$ cat src/rtl/rst_seq_ctrl.sv
`default_nettype none
// ============================================================================
// Module   : rst_seq_ctrl
// Purpose  : Reset sequencer for a multi-clock-domain design. It releases one
//            active-low reset per domain in ascending order. Before it releases
//            the next domain, it waits for the current domain's (synchronized)
//            acknowledge plus a programmable gap. A software request restarts
//            the whole sequence.
// Ports    : CLK         - sequencer clock
//            RST         - asynchronous active-low reset
//            SW_RST_REQ  - synchronous software re-sequence request (level)
//            DOM_ACK     - per-domain "reset released" status (async to CLK)
//            DOM_RST_N   - per-domain active-low reset outputs
//            SEQ_DONE    - all domains released
//            BUSY        - sequencing in progress (HOLD / WAIT_ACK / GAP)
//            ERR         - sticky acknowledge-timeout flag
// Options  : RST_SEQ_TIMEOUT_EN - when defined, an acknowledge that does not
//            arrive within ACK_TIMEOUT cycles drops every domain back into
//            reset and parks the sequencer in FAIL with ERR set.
// Revision : 1.0 - initial release
// ============================================================================
module rst_seq_ctrl #(
    parameter int NUM_DOMAINS = 3,
    parameter int HOLD_CYCLES = 16,
    parameter int GAP_CYCLES  = 8,
    parameter int ACK_TIMEOUT = 64,
    parameter int CNT_WIDTH   = 8
) (
    input  logic                   CLK,
    input  logic                   RST,
    input  logic                   SW_RST_REQ,
    input  logic [NUM_DOMAINS-1:0] DOM_ACK,
    output logic [NUM_DOMAINS-1:0] DOM_RST_N,
    output logic                   SEQ_DONE,
    output logic                   BUSY,
    output logic                   ERR
);

    localparam int IDX_W = (NUM_DOMAINS > 1) ? $clog2(NUM_DOMAINS) : 1;
    localparam logic [IDX_W-1:0]     C_LAST_IDX  = IDX_W'(NUM_DOMAINS - 1);
    localparam logic [CNT_WIDTH-1:0] C_HOLD_LAST = CNT_WIDTH'(HOLD_CYCLES - 1);
    localparam logic [CNT_WIDTH-1:0] C_GAP_LAST  = CNT_WIDTH'(GAP_CYCLES - 1);
`ifdef RST_SEQ_TIMEOUT_EN
    localparam logic [CNT_WIDTH-1:0] C_ACK_LAST  = CNT_WIDTH'(ACK_TIMEOUT - 1);
`endif
    localparam int C_CNT_NEED_HG = (HOLD_CYCLES > GAP_CYCLES) ? HOLD_CYCLES : GAP_CYCLES;
    localparam int C_CNT_NEED    = (C_CNT_NEED_HG > ACK_TIMEOUT) ? C_CNT_NEED_HG : ACK_TIMEOUT;

    // Elaboration-time sanity check of the configuration.
    generate
        if (NUM_DOMAINS < 1 || HOLD_CYCLES < 1 || GAP_CYCLES < 1 || ACK_TIMEOUT < 1 ||
            (CNT_WIDTH < 31 && C_CNT_NEED > (1 << CNT_WIDTH))) begin : g_param_check
            $error("rst_seq_ctrl: illegal parameter combination");
        end
    endgenerate

    typedef enum logic [2:0] {
        ST_HOLD     = 3'd0,
        ST_WAIT_ACK = 3'd1,
        ST_GAP      = 3'd2,
        ST_DONE     = 3'd3
`ifdef RST_SEQ_TIMEOUT_EN
        , ST_FAIL   = 3'd4
`endif
    } state_t;

    state_t                 state_q, state_d;
    logic [CNT_WIDTH-1:0]   cnt_q, cnt_d;
    logic [IDX_W-1:0]       idx_q, idx_d;
    logic [NUM_DOMAINS-1:0] rst_n_q, rst_n_d;
    logic                   done_q, done_d;
    logic                   busy_q, busy_d;
`ifdef RST_SEQ_TIMEOUT_EN
    logic                   err_q, err_d;
`endif
    logic [NUM_DOMAINS-1:0] ack_meta_q, ack_sync_q;
    logic                   ack_cur;

    // Two-flop synchronizer per acknowledge bit; only ack_sync_q is used.
    always_ff @(posedge CLK or negedge RST) begin
        if (!RST) begin
            ack_meta_q <= '0;
            ack_sync_q <= '0;
        end else begin
            ack_meta_q <= DOM_ACK;
            ack_sync_q <= ack_meta_q;
        end
    end

    always_ff @(posedge CLK or negedge RST) begin
        if (!RST) begin
            state_q <= ST_HOLD;
            cnt_q   <= '0;
            idx_q   <= '0;
            rst_n_q <= '0;
            done_q  <= 1'b0;
            busy_q  <= 1'b1;
`ifdef RST_SEQ_TIMEOUT_EN
            err_q   <= 1'b0;
`endif
        end else begin
            state_q <= state_d;
            cnt_q   <= cnt_d;
            idx_q   <= idx_d;
            rst_n_q <= rst_n_d;
            done_q  <= done_d;
            busy_q  <= busy_d;
`ifdef RST_SEQ_TIMEOUT_EN
            err_q   <= err_d;
`endif
        end
    end

    always_comb begin
        state_d = state_q;
        cnt_d   = cnt_q + 1'b1;
        idx_d   = idx_q;
        rst_n_d = rst_n_q;
`ifdef RST_SEQ_TIMEOUT_EN
        err_d   = err_q;
`endif
        ack_cur = ack_sync_q[idx_q];

        if (SW_RST_REQ) begin
            // Software restart wins over every other transition.
            state_d = ST_HOLD;
            cnt_d   = '0;
            idx_d   = '0;
            rst_n_d = '0;
`ifdef RST_SEQ_TIMEOUT_EN
            err_d   = 1'b0;
`endif
        end else begin
            case (state_q)
                ST_HOLD: begin
                    if (cnt_q == C_HOLD_LAST) begin
                        rst_n_d[idx_q] = 1'b1;
                        state_d        = ST_WAIT_ACK;
                        cnt_d          = '0;
                    end
                end
                ST_WAIT_ACK: begin
                    // An acknowledge on the timeout edge takes precedence.
                    if (ack_cur) begin
                        state_d = (idx_q == C_LAST_IDX) ? ST_DONE : ST_GAP;
                        cnt_d   = '0;
                    end
`ifdef RST_SEQ_TIMEOUT_EN
                    else if (cnt_q == C_ACK_LAST) begin
                        state_d = ST_FAIL;
                        rst_n_d = '0;
                        err_d   = 1'b1;
                        cnt_d   = '0;
                    end
`endif
                end
                ST_GAP: begin
                    if (cnt_q == C_GAP_LAST) begin
                        idx_d          = idx_q + 1'b1;
                        rst_n_d[idx_d] = 1'b1;
                        state_d        = ST_WAIT_ACK;
                        cnt_d          = '0;
                    end
                end
                ST_DONE: begin
                    // Parked; later acknowledge changes are ignored.
                    cnt_d = cnt_q;
                end
`ifdef RST_SEQ_TIMEOUT_EN
                ST_FAIL: begin
                    cnt_d = cnt_q;
                end
`endif
                default: begin
                    state_d = ST_HOLD;
                    cnt_d   = '0;
                end
            endcase
        end

        // Status outputs are registered from the next state.
        done_d = (state_d == ST_DONE);
        busy_d = (state_d == ST_HOLD) || (state_d == ST_WAIT_ACK) || (state_d == ST_GAP);
    end

    assign DOM_RST_N = rst_n_q;
    assign SEQ_DONE  = done_q;
    assign BUSY      = busy_q;
`ifdef RST_SEQ_TIMEOUT_EN
    assign ERR       = err_q;
`else
    assign ERR       = 1'b0;
`endif

endmodule
`default_nettype wire

$ cat config.mk
export PLATFORM = sky130hd
export DESIGN_NAME = rst_seq_ctrl
export DESIGN_NICKNAME = d
export VERILOG_FILES = /design/src/rtl/rst_seq_ctrl.sv
export SDC_FILE = /design/constraint.sdc
export NUM_CORES = 1
export LEC_CHECK = 0
export CORE_MARGIN = 2
export CORE_UTILIZATION = 57
export CTS_CLUSTER_SIZE = 20
export DETAILED_ROUTE_END_ITERATION = 12
export HOLD_SLACK_MARGIN = 0.15
export PLACE_DENSITY = 0.79
export SETUP_SLACK_MARGIN = 0.1
export SYNTH_ARGS = -nofsm -noshare
export SYNTH_HDL_FRONTEND = slang
export SYNTH_SLANG_ARGS = --single-unit
$ cat constraint.sdc
create_clock -name CLK -period 2.8 [get_ports CLK]
set_input_delay 0.56 -clock CLK [delete_from_list [all_inputs] [get_ports CLK]]
set_output_delay 0.56 -clock CLK [all_outputs]
set_load 0.02 [all_outputs]
==> results.cfg <==
[route]
drt_first_pass_iters = 4
drcViolationCount = 0
num_vias = 903
ant_nets = 0
drt-total-wl_um = 2305
vias_per_cell = 5.679
drt-initial-drc-count = 13
wl_per_cell_um = 14.50

[layout]
fin_util = 0.6517
drive_above_1_share = 0.1527
nets = 144
num_antenna_cells = 0
area_growth_pct = 10.25
fillers = 178
stdcell_area_sq_um = 1400

[yosys]
synth.top_cell.area_share = 0.4532
synth_area_per_cell_sq_um = 10.41
synth_commonest_cells = 23 x dfrtp_1, 15 x nor2_1, 12 x nand2_1
synth_cell_types = 41
synth.area.top_cells = dfrtp_1 45%, ha_1 5.9%, nor2_1 4.4%, mux2_2 3.5%, nand2_1 3.5%
synth-main-ff-cell = dfrtp_1
synth_area_leader_cell = dfrtp_1
syn_area_sq_um = 1270
synth_most_common_cell = dfrtp_1
synth_edf_count = 0
ys_seq_elements = 24
ys_async_sr_fraction = 1.000
ys_seq_area_frac = 0.4739
yosysWarningCount = 0
syn_inst = 122

[placed_design]
place_area_sq_um = 1364
place_hpwl_um = 1627
gp_congestion = 0.8424
port_buffers = 10

[timing]
fin_crit_sh = 0.7140
slew_viol_final = 0
fin_setup_tns_ns = 0
max_freq_ghz = 0.5002
skew_ns = 0.01335
hold_viol = 0
period_needed_ns = 1.999
rsz0062_at_grt = no
setup_viol = 0

[floorplanning]
io_pins = 12
rows = 17
start_util = 0.5911
die_w_um = 51.20
core-area_sq_um = 2148
dieArea_sq_um = 2621
die_h_um = 51.20

[worst_setup_path]
worst-path-max-fanout = 1
worstPathArrival_ns = 1.44
cp_slowest_stage_delay_ns = 0.59
crit_buf_inv = 1
path_cells = clkdlybuf4s50_1
critPathLaunchType = register
worstSetupPathType = register to output port
cpMaxStageDelayCell = clkdlybuf4s50_1
critPathRequiredTime_ns = 2.24
endpoint_kind = output port
crit_family = buffers and inverters

[pwr]
cellLeakagePower_nw = 0.5832
total_power_w = 0.0005673
ir_worst_vdd_mv = 0.3500
p_per_area_nw_per_um2 = 405.2

[min_path]
hold_class = register to register

[cts]
cts_sinks = 24
clockRootBuffer = clkbuf_4
cts_tree = yes
clk_latency_ns = 0.31
cts-resized-gates = 0
postCtsHoldBufs = 0
cts_buffers = 3
clk_pin_slew_worst_paths_ns = 0.13
post_cts_buffers = 0
clockBufferDepth = 2
cts_htree_levels = 1

[grt]
overflow = 0
grt_max_degree = 25
grt_pass1_wl_um = 4057
antenna_found_initial = 0
grt_pass1_vias = 883
grt.total_usage = 0.2097

[flow_run]
maxCapViolCount = 0

[status]
status = completed
metrics by stage:
step	instances	worst slack (ns)	hold WS (ns)
6_report	159	0.8009	0.3627
5_1_grt	159	0.7613	0.3705
4_1_cts	159	0.7920	0.3672
3_5_place_dp	155	0.9828	0.3379
3_3_place_gp	155	1.047	0.3329
2_1_floorplan	123	1.319	0.2644
worst paths after layout:
check / slack (ns) / depth (start not counted) / end / from
hold reg to reg: 0.36 / 0 / ack_sync_q[1]$_DFF_PN0_ / ack_meta_q[1]$_DFF_PN0_
setup reg to reg: 1.11 / 6 / idx_q[1]$_DFFE_PN0P_ / cnt_q[0]$_DFFE_PN0P_
setup / recovery: 0.80 / 1 / BUSY / BUSY$_DFF_PN1_
max in group asynchronous: 1.93 / 2 / BUSY$_DFF_PN1_ / RST
hold / removal: 0.36 / 0 / ack_sync_q[1]$_DFF_PN0_ / ack_meta_q[1]$_DFF_PN0_
min in group asynchronous: 0.59 / 2 / state_q[1]$_DFF_PN0_ / RST
sequential cells by signal (all words and copies together), names as in the netlist:
register and cells:
cnt_q 8, ack_meta_q 3, idx_q 2, SEQ_DONE 1, BUSY 1, ack_sync_q 3
state_q 3, DOM_RST_N 3
routing by layer:
metal	global-route usage	vias up	wire, um
met2	0.3290	19	1087
met1	0.2913	445	1121
li1	-	437	-
met3	0.03509	2	78
met4	0.08108	0	17
met5	0	-	0
area by class of cell:
class,instances,area [sq um],area share
Multi-Input combinational cell,90,611.8,0.4370
Sequential cell,24,601.8,0.4298
Timing Repair Buffer,11,107.6,0.07685
Clock buffer,4,36.28,0.02592
Tap cell,28,35.03,0.02502
Inverter,2,7.507,0.005362
where the power goes:
| part | internal, W | total [W] | leakage (nW) | switching, W |
|---|---|---|---|---|
| logic | 0.0000119 | 0.0000301 | 0.247 | 0.0000182 |
| registers | 0.000353 | 0.000358 | 0.315 | 0.00000486 |
| clock network | 0.0000794 | 0.000180 | 0.0210 | 0.000100 |
cells by family (layout without fill, tap and decap cells):
group	Yosys count	after routing	synth area share
DFF	24	24	0.4739
xor gates and xnor gates	3	3	0.02069
other	1	2	0.002953
muxes	6	6	0.05123
adders and majority gates	6	6	0.05911
AOI/OAI and AO/OA	19	19	0.1025
and+or+nand+nor	54	54	0.2424
buffers and inverters	9	17	0.04729
layout by cell type, fill, tap and decap left out, drive strengths merged, types with 3 or more instances in the layout:
cell / count
a21oi: 5
a22oi: 4
a31oi: 3
and2: 3
clkbuf: 4
clkdlybuf4s50: 10
dfrtp: 23
ha: 6
mux2: 4
nand2: 13
nand3: 6
nor2: 17
nor3: 4
No activity file was read; power rests on OpenSTA's default activity.
